### config.mk
export PLATFORM = sky130hd
export DESIGN_NAME = stack_addr_packer_flat
export DESIGN_NICKNAME = d
export VERILOG_FILES = /design/src/rtl/stack_addr_packer_pkg.sv /design/src/rtl/stack_addr_packer_if.sv /design/src/rtl/stack_pack_buf.sv /design/src/rtl/stack_addr_packer.sv /design/src/flat_wrapper.sv
export SDC_FILE = /design/constraint.sdc
export NUM_CORES = 1
export LEC_CHECK = 0
export CAP_MARGIN = 20
export CORE_MARGIN = 1
export CORE_UTILIZATION = 49
export DETAILED_ROUTE_END_ITERATION = 16
export PLACE_DENSITY = 0.86
export RECOVER_POWER = 100
export SYNTH_ARGS = -nofsm -noshare
export SYNTH_HDL_FRONTEND = slang
export SYNTH_SLANG_ARGS = --single-unit
### constraint.sdc
create_clock -name clk -period 3.7 [get_ports clk]
set_clock_uncertainty 0.2 [all_clocks]
set_input_delay 0.37 -clock clk [delete_from_list [all_inputs] [get_ports clk]]
set_output_delay 0.37 -clock clk [all_outputs]
set_load 0.03 [all_outputs]
### src/rtl/stack_addr_packer_pkg.sv
// Shared definitions for the stack-machine address packer and unpacker.
// ctl encodings, entry field positions, the held-entry record and the pair rule.
package stack_addr_packer_pkg;

  localparam int DATA_WIDTH    = 16;
  localparam int STACK_SIZE    = 3;
  localparam int FLUSH_TIMEOUT = 8;

  localparam int OP_MSB   = 15;
  localparam int OP_LSB   = 12;
  localparam int ADDR_MSB = 7;

  localparam logic [1:0] CTL_IDLE   = 2'b00;
  localparam logic [1:0] CTL_SINGLE = 2'b01;
  localparam logic [1:0] CTL_PAIR   = 2'b11;

  typedef struct packed {
    logic [OP_MSB-OP_LSB:0] op;
    logic [ADDR_MSB:0]      addr;
    logic                   last;
  } entry_t;

  typedef enum logic [1:0] {
    EMPTY = 2'd0,
    ONE   = 2'd1,
    TWO   = 2'd2,
    FULL  = 2'd3
  } occ_state_t;

  // A pair word can only be decoded when both entries share the opcode and the
  // partner's upper address nibble repeats it; a burst-final head never pairs.
  function automatic logic is_pairable(entry_t h, entry_t n);
    return (h.op == n.op) && (n.addr[ADDR_MSB -: 4] == h.op) && !h.last;
  endfunction

endpackage

### src/rtl/stack_addr_packer_if.sv
// Entry-in / packed-word-out stream bundle of the address packer.
// master drives entries and consumes words; slave is the packer itself.
interface stack_addr_packer_if;
  import stack_addr_packer_pkg::*;

  logic                  in_valid;
  logic                  in_ready;
  logic [DATA_WIDTH-1:0] in_addr;
  logic                  in_last;
  logic                  out_valid;
  logic                  out_ready;
  logic [DATA_WIDTH-1:0] out_data;
  logic [1:0]            out_ctl;

  modport master (
    output in_valid, in_addr, in_last, out_ready,
    input  in_ready, out_valid, out_data, out_ctl
  );

  modport slave (
    input  in_valid, in_addr, in_last, out_ready,
    output in_ready, out_valid, out_data, out_ctl
  );

endinterface

### src/rtl/stack_pack_buf.sv
// STACK_SIZE-deep holding FIFO for the packer: push, pop one or two, peek head/next.
// Slot 0 is always the head; the occupancy state machine is the entry count.
module stack_pack_buf
  import stack_addr_packer_pkg::*;
(
  input  logic       clk,
  input  logic       rst,
  input  logic       push,
  input  entry_t     push_entry,
  input  logic       pop1,
  input  logic       pop2,
  output logic [1:0] count,
  output entry_t     head,
  output entry_t     next
);

  occ_state_t state;
  entry_t     slots     [STACK_SIZE];
  entry_t     slots_nxt [STACK_SIZE];
  logic [1:0] pop_n;
  logic [1:0] count_nxt;
  logic [2:0] wr_pos;
  logic       push_kept;

  assign count     = state;
  assign head      = slots[0];
  assign next      = slots[1];
  assign pop_n     = pop2 ? 2'd2 : (pop1 ? 2'd1 : 2'd0);
  assign count_nxt = count + {1'b0, push} - pop_n;
  assign wr_pos    = {1'b0, count} - {1'b0, pop_n};

  // Popping two with only one held means the incoming entry left as the pair
  // partner in the same cycle, so it is never written into a slot.
  assign push_kept = push && (pop_n <= count);

  always_comb begin
    for (int i = 0; i < STACK_SIZE; i++) begin
      slots_nxt[i] = '0;
      if ((3'(i) + {1'b0, pop_n}) < {1'b0, count}) begin
        slots_nxt[i] = slots[2'(i) + pop_n];
      end
      if (push_kept && (wr_pos == 3'(i))) begin
        slots_nxt[i] = push_entry;
      end
    end
  end

  always_ff @(posedge clk) begin
    if (rst) begin
      state <= EMPTY;
      for (int i = 0; i < STACK_SIZE; i++) begin
        slots[i] <= '0;
      end
    end else begin
      state <= occ_state_t'(count_nxt);
      slots <= slots_nxt;
    end
  end

endmodule

### src/rtl/stack_addr_packer.sv
// Packs a stream of 16-bit address entries into single (ctl=01) and pair (ctl=11) words.
// Optional idle flush of a lone entry is built when STACK_PACK_TIMEOUT_EN is defined.
module stack_addr_packer
  import stack_addr_packer_pkg::*;
(
  input  logic clk,
  input  logic rst,
  stack_addr_packer_if.slave bus
);

  localparam logic [1:0] FULL_COUNT = 2'(STACK_SIZE);

  entry_t                in_entry;
  entry_t                head;
  entry_t                next;
  entry_t                partner;
  logic [1:0]            count;
  logic                  accept;
  logic                  can_load;
  logic                  emit_pair;
  logic                  emit_single;
  logic                  pop1;
  logic                  pop2;
  logic                  timeout_hit;
  logic                  out_valid_q;
  logic [DATA_WIDTH-1:0] out_data_q;
  logic [1:0]            out_ctl_q;
  logic                  unused_addr_bits;

  assign in_entry         = {bus.in_addr[OP_MSB:OP_LSB], bus.in_addr[ADDR_MSB:0], bus.in_last};
  assign unused_addr_bits = ^bus.in_addr[OP_LSB-1:ADDR_MSB+1];

  assign bus.in_ready  = (count < FULL_COUNT);
  assign bus.out_valid = out_valid_q;
  assign bus.out_data  = out_data_q;
  assign bus.out_ctl   = out_ctl_q;

  assign accept   = bus.in_valid && bus.in_ready;
  assign can_load = !out_valid_q || bus.out_ready;
  assign pop1     = can_load && emit_single;
  assign pop2     = can_load && emit_pair;

  stack_pack_buf u_buf (
    .clk        (clk),
    .rst        (rst),
    .push       (accept),
    .push_entry (in_entry),
    .pop1       (pop1),
    .pop2       (pop2),
    .count      (count),
    .head       (head),
    .next       (next)
  );

  // With a single entry held, the entry being accepted right now may serve as
  // its partner, so back-to-back pairable entries leave two cycles after the first.
  assign partner = (count >= 2'd2) ? next : in_entry;

  always_comb begin
    emit_pair   = 1'b0;
    emit_single = 1'b0;
    if (count >= 2'd2) begin
      if (is_pairable(head, next)) begin
        emit_pair = 1'b1;
      end else begin
        emit_single = 1'b1;
      end
    end else if (count == 2'd1) begin
      if (accept && is_pairable(head, in_entry)) begin
        emit_pair = 1'b1;
      end else if (head.last || timeout_hit) begin
        emit_single = 1'b1;
      end
    end
  end

  always_ff @(posedge clk) begin
    if (rst) begin
      out_valid_q <= 1'b0;
      out_data_q  <= '0;
      out_ctl_q   <= CTL_IDLE;
    end else if (can_load) begin
      if (emit_pair) begin
        out_valid_q <= 1'b1;
        out_data_q  <= {partner.addr, head.addr};
        out_ctl_q   <= CTL_PAIR;
      end else if (emit_single) begin
        out_valid_q <= 1'b1;
        out_data_q  <= {head.op, 4'h0, head.addr};
        out_ctl_q   <= CTL_SINGLE;
      end else begin
        out_valid_q <= 1'b0;
        out_data_q  <= '0;
        out_ctl_q   <= CTL_IDLE;
      end
    end
  end

`ifdef STACK_PACK_TIMEOUT_EN
  localparam int                  TIMER_W   = $clog2(FLUSH_TIMEOUT + 1);
  localparam logic [TIMER_W-1:0]  TIMER_MAX = TIMER_W'(FLUSH_TIMEOUT);

  logic [TIMER_W-1:0] idle_timer;

  // Saturates so a lone entry blocked behind a stalled output still flushes
  // as soon as the output register frees up.
  always_ff @(posedge clk) begin
    if (rst || accept || pop1 || pop2) begin
      idle_timer <= '0;
    end else if ((count == 2'd1) && !head.last && (idle_timer != TIMER_MAX)) begin
      idle_timer <= idle_timer + TIMER_W'(1);
    end
  end

  assign timeout_hit = (idle_timer == TIMER_MAX);
`else
  assign timeout_hit = 1'b0;
`endif

endmodule

### src/flat_wrapper.sv
// flat-port wrapper written by rule: the top's interface ports become plain ports
module stack_addr_packer_flat import stack_addr_packer_pkg::*;
  (clk, rst, bus_in_valid, bus_in_addr, bus_in_last, bus_out_ready, bus_in_ready, bus_out_valid, bus_out_data, bus_out_ctl);
  stack_addr_packer_if bus_i ();
  input  logic clk;
  input  logic rst;
  input wire logic [$bits(bus_i.in_valid)-1:0] bus_in_valid;
  input wire logic [$bits(bus_i.in_addr)-1:0] bus_in_addr;
  input wire logic [$bits(bus_i.in_last)-1:0] bus_in_last;
  input wire logic [$bits(bus_i.out_ready)-1:0] bus_out_ready;
  output wire logic [$bits(bus_i.in_ready)-1:0] bus_in_ready;
  output wire logic [$bits(bus_i.out_valid)-1:0] bus_out_valid;
  output wire logic [$bits(bus_i.out_data)-1:0] bus_out_data;
  output wire logic [$bits(bus_i.out_ctl)-1:0] bus_out_ctl;
  assign bus_i.in_valid = bus_in_valid;
  assign bus_i.in_addr = bus_in_addr;
  assign bus_i.in_last = bus_in_last;
  assign bus_i.out_ready = bus_out_ready;
  assign bus_in_ready = bus_i.in_ready;
  assign bus_out_valid = bus_i.out_valid;
  assign bus_out_data = bus_i.out_data;
  assign bus_out_ctl = bus_i.out_ctl;
  stack_addr_packer u_core (.clk(clk), .rst(rst), .bus(bus_i));
endmodule
==> reports/results.txt <==
setup TNS -> 0 ns
Place WS -> -0.130 ns
Lkg Pwr -> 1.43 nW
die extent in y -> 80.3 µm
number of setup buffers added after CTS -> 0
vias in the first global route -> 2741
reg2reg start -> u_core.u_buf.head[12]
syn avg cell area -> 8.73 µm²
Hold Buf Count CTS -> 0
1st-pass router iterations -> 5
Via Count -> 2933
Iter 0 DRT Violations -> 299
Highest Clock Rate -> 0.285 GHz
MaxCap Viol Count -> 0
ys flop type -> dfxtp_1
outcome -> completed
nets -> 420
Setup CP Type -> reg -> reg
critical path required time -> 3.72 ns
CTS tree -> done
ys async rst share -> 0
most frequent cells in the layout -> 59 x dfxtp_1, 37 x nand2_1, 27 x a21oi_1
synth warn -> 0
full die area -> 6450 µm²
Mapped Cells -> 344
post-synth top area share -> 0.393
worst setup path startpoint -> u_core.u_buf.head[12]
power per cell area -> 728 nW/µm²
total core area -> 5920 µm²
Placed Area -> 3520 µm²
Critical Path Fanout Max -> 12
Arrival @ worst endpoint -> 3.52 ns
headroom to the max-slew limit -> 0.186
biggest area consumer among synthesized cells -> dfxtp_1
post-route cell area -> 3740 µm²
total CTS buffers -> 9
Final Hold Viols -> 0
CP endpoint kind -> flop
post-synthesis sequential element count -> 59
Finished Layout Cells -> 470
GRT Overall Usage -> 0.274
Synth cell types -> 42
drt drc -> 0
Bufs on Longest Clock Path -> 2
Overflow after GRT -> 0
most common cell after layout, fill and taps aside -> dfxtp_1
initial core utilization -> 0.507
period utilization -> 0.947
largest net degree at the start of global routing -> 38
share of layout cells above drive strength 1 -> 0.144
area of the mapped netlist -> 3000 µm²
first-pass GRT wire length -> 13400 µm
# H-tree levels -> 3
die width -> 80.3 µm
Slew Viols, Final -> 0
FP Rows -> 28
Tmin final -> 3.50 ns
sequential-to-total area share from yosys stat -> 0.393
Layout Utilization -> 0.631
CTS sink cnt -> 59
clk slew on worst S/H paths -> 0.07 ns
clock root cell -> clkbuf_8
DRT antenna net count -> 0
worst reg2reg path endpoint -> u_core.u_buf.slots[4]
antenna violations before repair -> 0
ant diodes -> 0
WL/cell -> 17.5 µm
Via-to-Cell Ratio -> 6.24
RSZ-0062 raised after global routing -> no
area growth from synthesis to layout -> 24.4%
worst r2r path cells -> 13
Critical Path End -> u_core.u_buf.slots[4]
IO Port Bufs -> 36
Detailed Place HPWL -> 5280 µm
Area contributors post-synth -> dfxtp_1 39%, a22oi_1 5.2%, a32oi_1 5.2%
Slew @ Worst Pin -> 1.22 ns
maximum vdd drop -> 0.436 mV
r2r setup slk -> 0.20 ns
Boundary Pins -> 41
Final Setup Violations -> 0
# resized after CTS -> 0
Total Wirelength -> 8200 µm
Min-Delay Path Class -> reg -> reg
Final WS setup -> 0.197 ns
Placed Instances -> 454
RD Place Congestion -> 0.851
syn nets -> 374
Clock Latency Late Sink -> 0.34 ns
number of flops mapped to enable cells by yosys -> 0
startpoint types -> flop
## critical path, cell delays in order, from the launching register on
cell and delay (ns):
dfxtp_1 0.34, buf_4 0.17, or3_1 0.37, a22oi_2 0.29, nand2_1 0.09, o22a_1 0.22
fa_1 0.58, and2_1 0.16, nand4_1 0.21, nand3_1 0.15, nor2_1 0.07, buf_4 0.21
a32oi_1 0.22, o21ai_0 0.11
## Yosys cell counts, types with 3 or more instances
| library cell | number |
|---|---|
| a21oi_1 | 27 |
| a22oi_1 | 21 |
| a32oi_1 | 18 |
| and3_1 | 6 |
| buf_2 | 5 |
| buf_6 | 3 |
| clkbuf_1 | 19 |
| dfxtp_1 | 59 |
| ha_1 | 8 |
| inv_1 | 7 |
| mux2_2 | 5 |
| mux2i_1 | 15 |
| nand2_1 | 37 |
| nand3_1 | 22 |
| nand4_1 | 3 |
| nor2_1 | 10 |
| nor2b_1 | 5 |
| nor3_1 | 4 |
| o21ai_0 | 19 |
| o21ai_1 | 4 |
| o31ai_1 | 11 |
| or3_1 | 5 |
| xnor2_1 | 8 |
## how the worst min path moves through the flow
| stage | end | startpoint | depth (start not counted) |
|---|---|---|---|
| finish | u_core.bus.out_data[0] | u_core.bus.out_data[0] | 2 |
| global route | u_core.bus.out_data[0] | u_core.bus.out_data[0] | 2 |
| CTS | u_core.bus.out_ctl[1] | u_core.bus.out_ctl[1] | 2 |
| detailed placement | u_core.bus.out_ctl[1] | u_core.bus.out_ctl[1] | 2 |
| global placement | u_core.bus.out_data[5] | u_core.bus.out_data[5] | 2 |
| floorplan | u_core.u_buf.next[0] | u_core.u_buf.next[0] | 2 |
## report_power, final
part           internal, mW  switching [mW]  leakage [nW]
combinational         0.456           0.748         0.838
clock                 0.412           0.259         0.119
sequential            0.746          0.0965         0.478
## cells by family after synthesis
kind of cell,Yosys count,share of synthesized area
buf+inv,38,0.0666
xor+xnor,8,0.0233
fa+ha+maj,9,0.0400
compound gates,111,0.248
simple gates,99,0.160
flops,59,0.393
mux,20,0.0687
## through the flow
step / power, mW / hold slack [ns]
final: 2.72 / 0.252
after global routing: 2.86 / 0.276
after CTS: 2.73 / 0.258
after detailed placement: 2.05 / 0.248
after global placement: 2.02 / 0.244
after floorplan: 1.68 / 0.243
## layer usage
layer	vias to the layer above	routed length (µm)	global-route usage
li1	1363	-	-
met1	1391	3340	0.329
met2	161	4110	0.471
met3	18	583	0.0500
met4	0	166	0.129
met5	-	0	0
## final cells by class
| class | instances | area, µm² |
|---|---|---|
| clock buffer | 11 | 151 |
| inverter | 8 | 35.0 |
| clock inverter | 5 | 75.1 |
| tap | 75 | 93.8 |
| multi-input combinational | 247 | 1620 |
| fill | 492 | 2180 |
| sequential | 59 | 1180 |
| timing repair buffer | 65 | 576 |
## flip-flops by register name, summed over array words and instances, names as in the netlist
register,cells
u_core.bus.out_ctl,1
u_core.u_buf.count,2
u_core.bus.out_data,16
u_core.bus.out_valid,1
u_core.u_buf.head,13
u_core.u_buf.slots,13
u_core.u_buf.next,13
(Power assumes the default switching activity.)
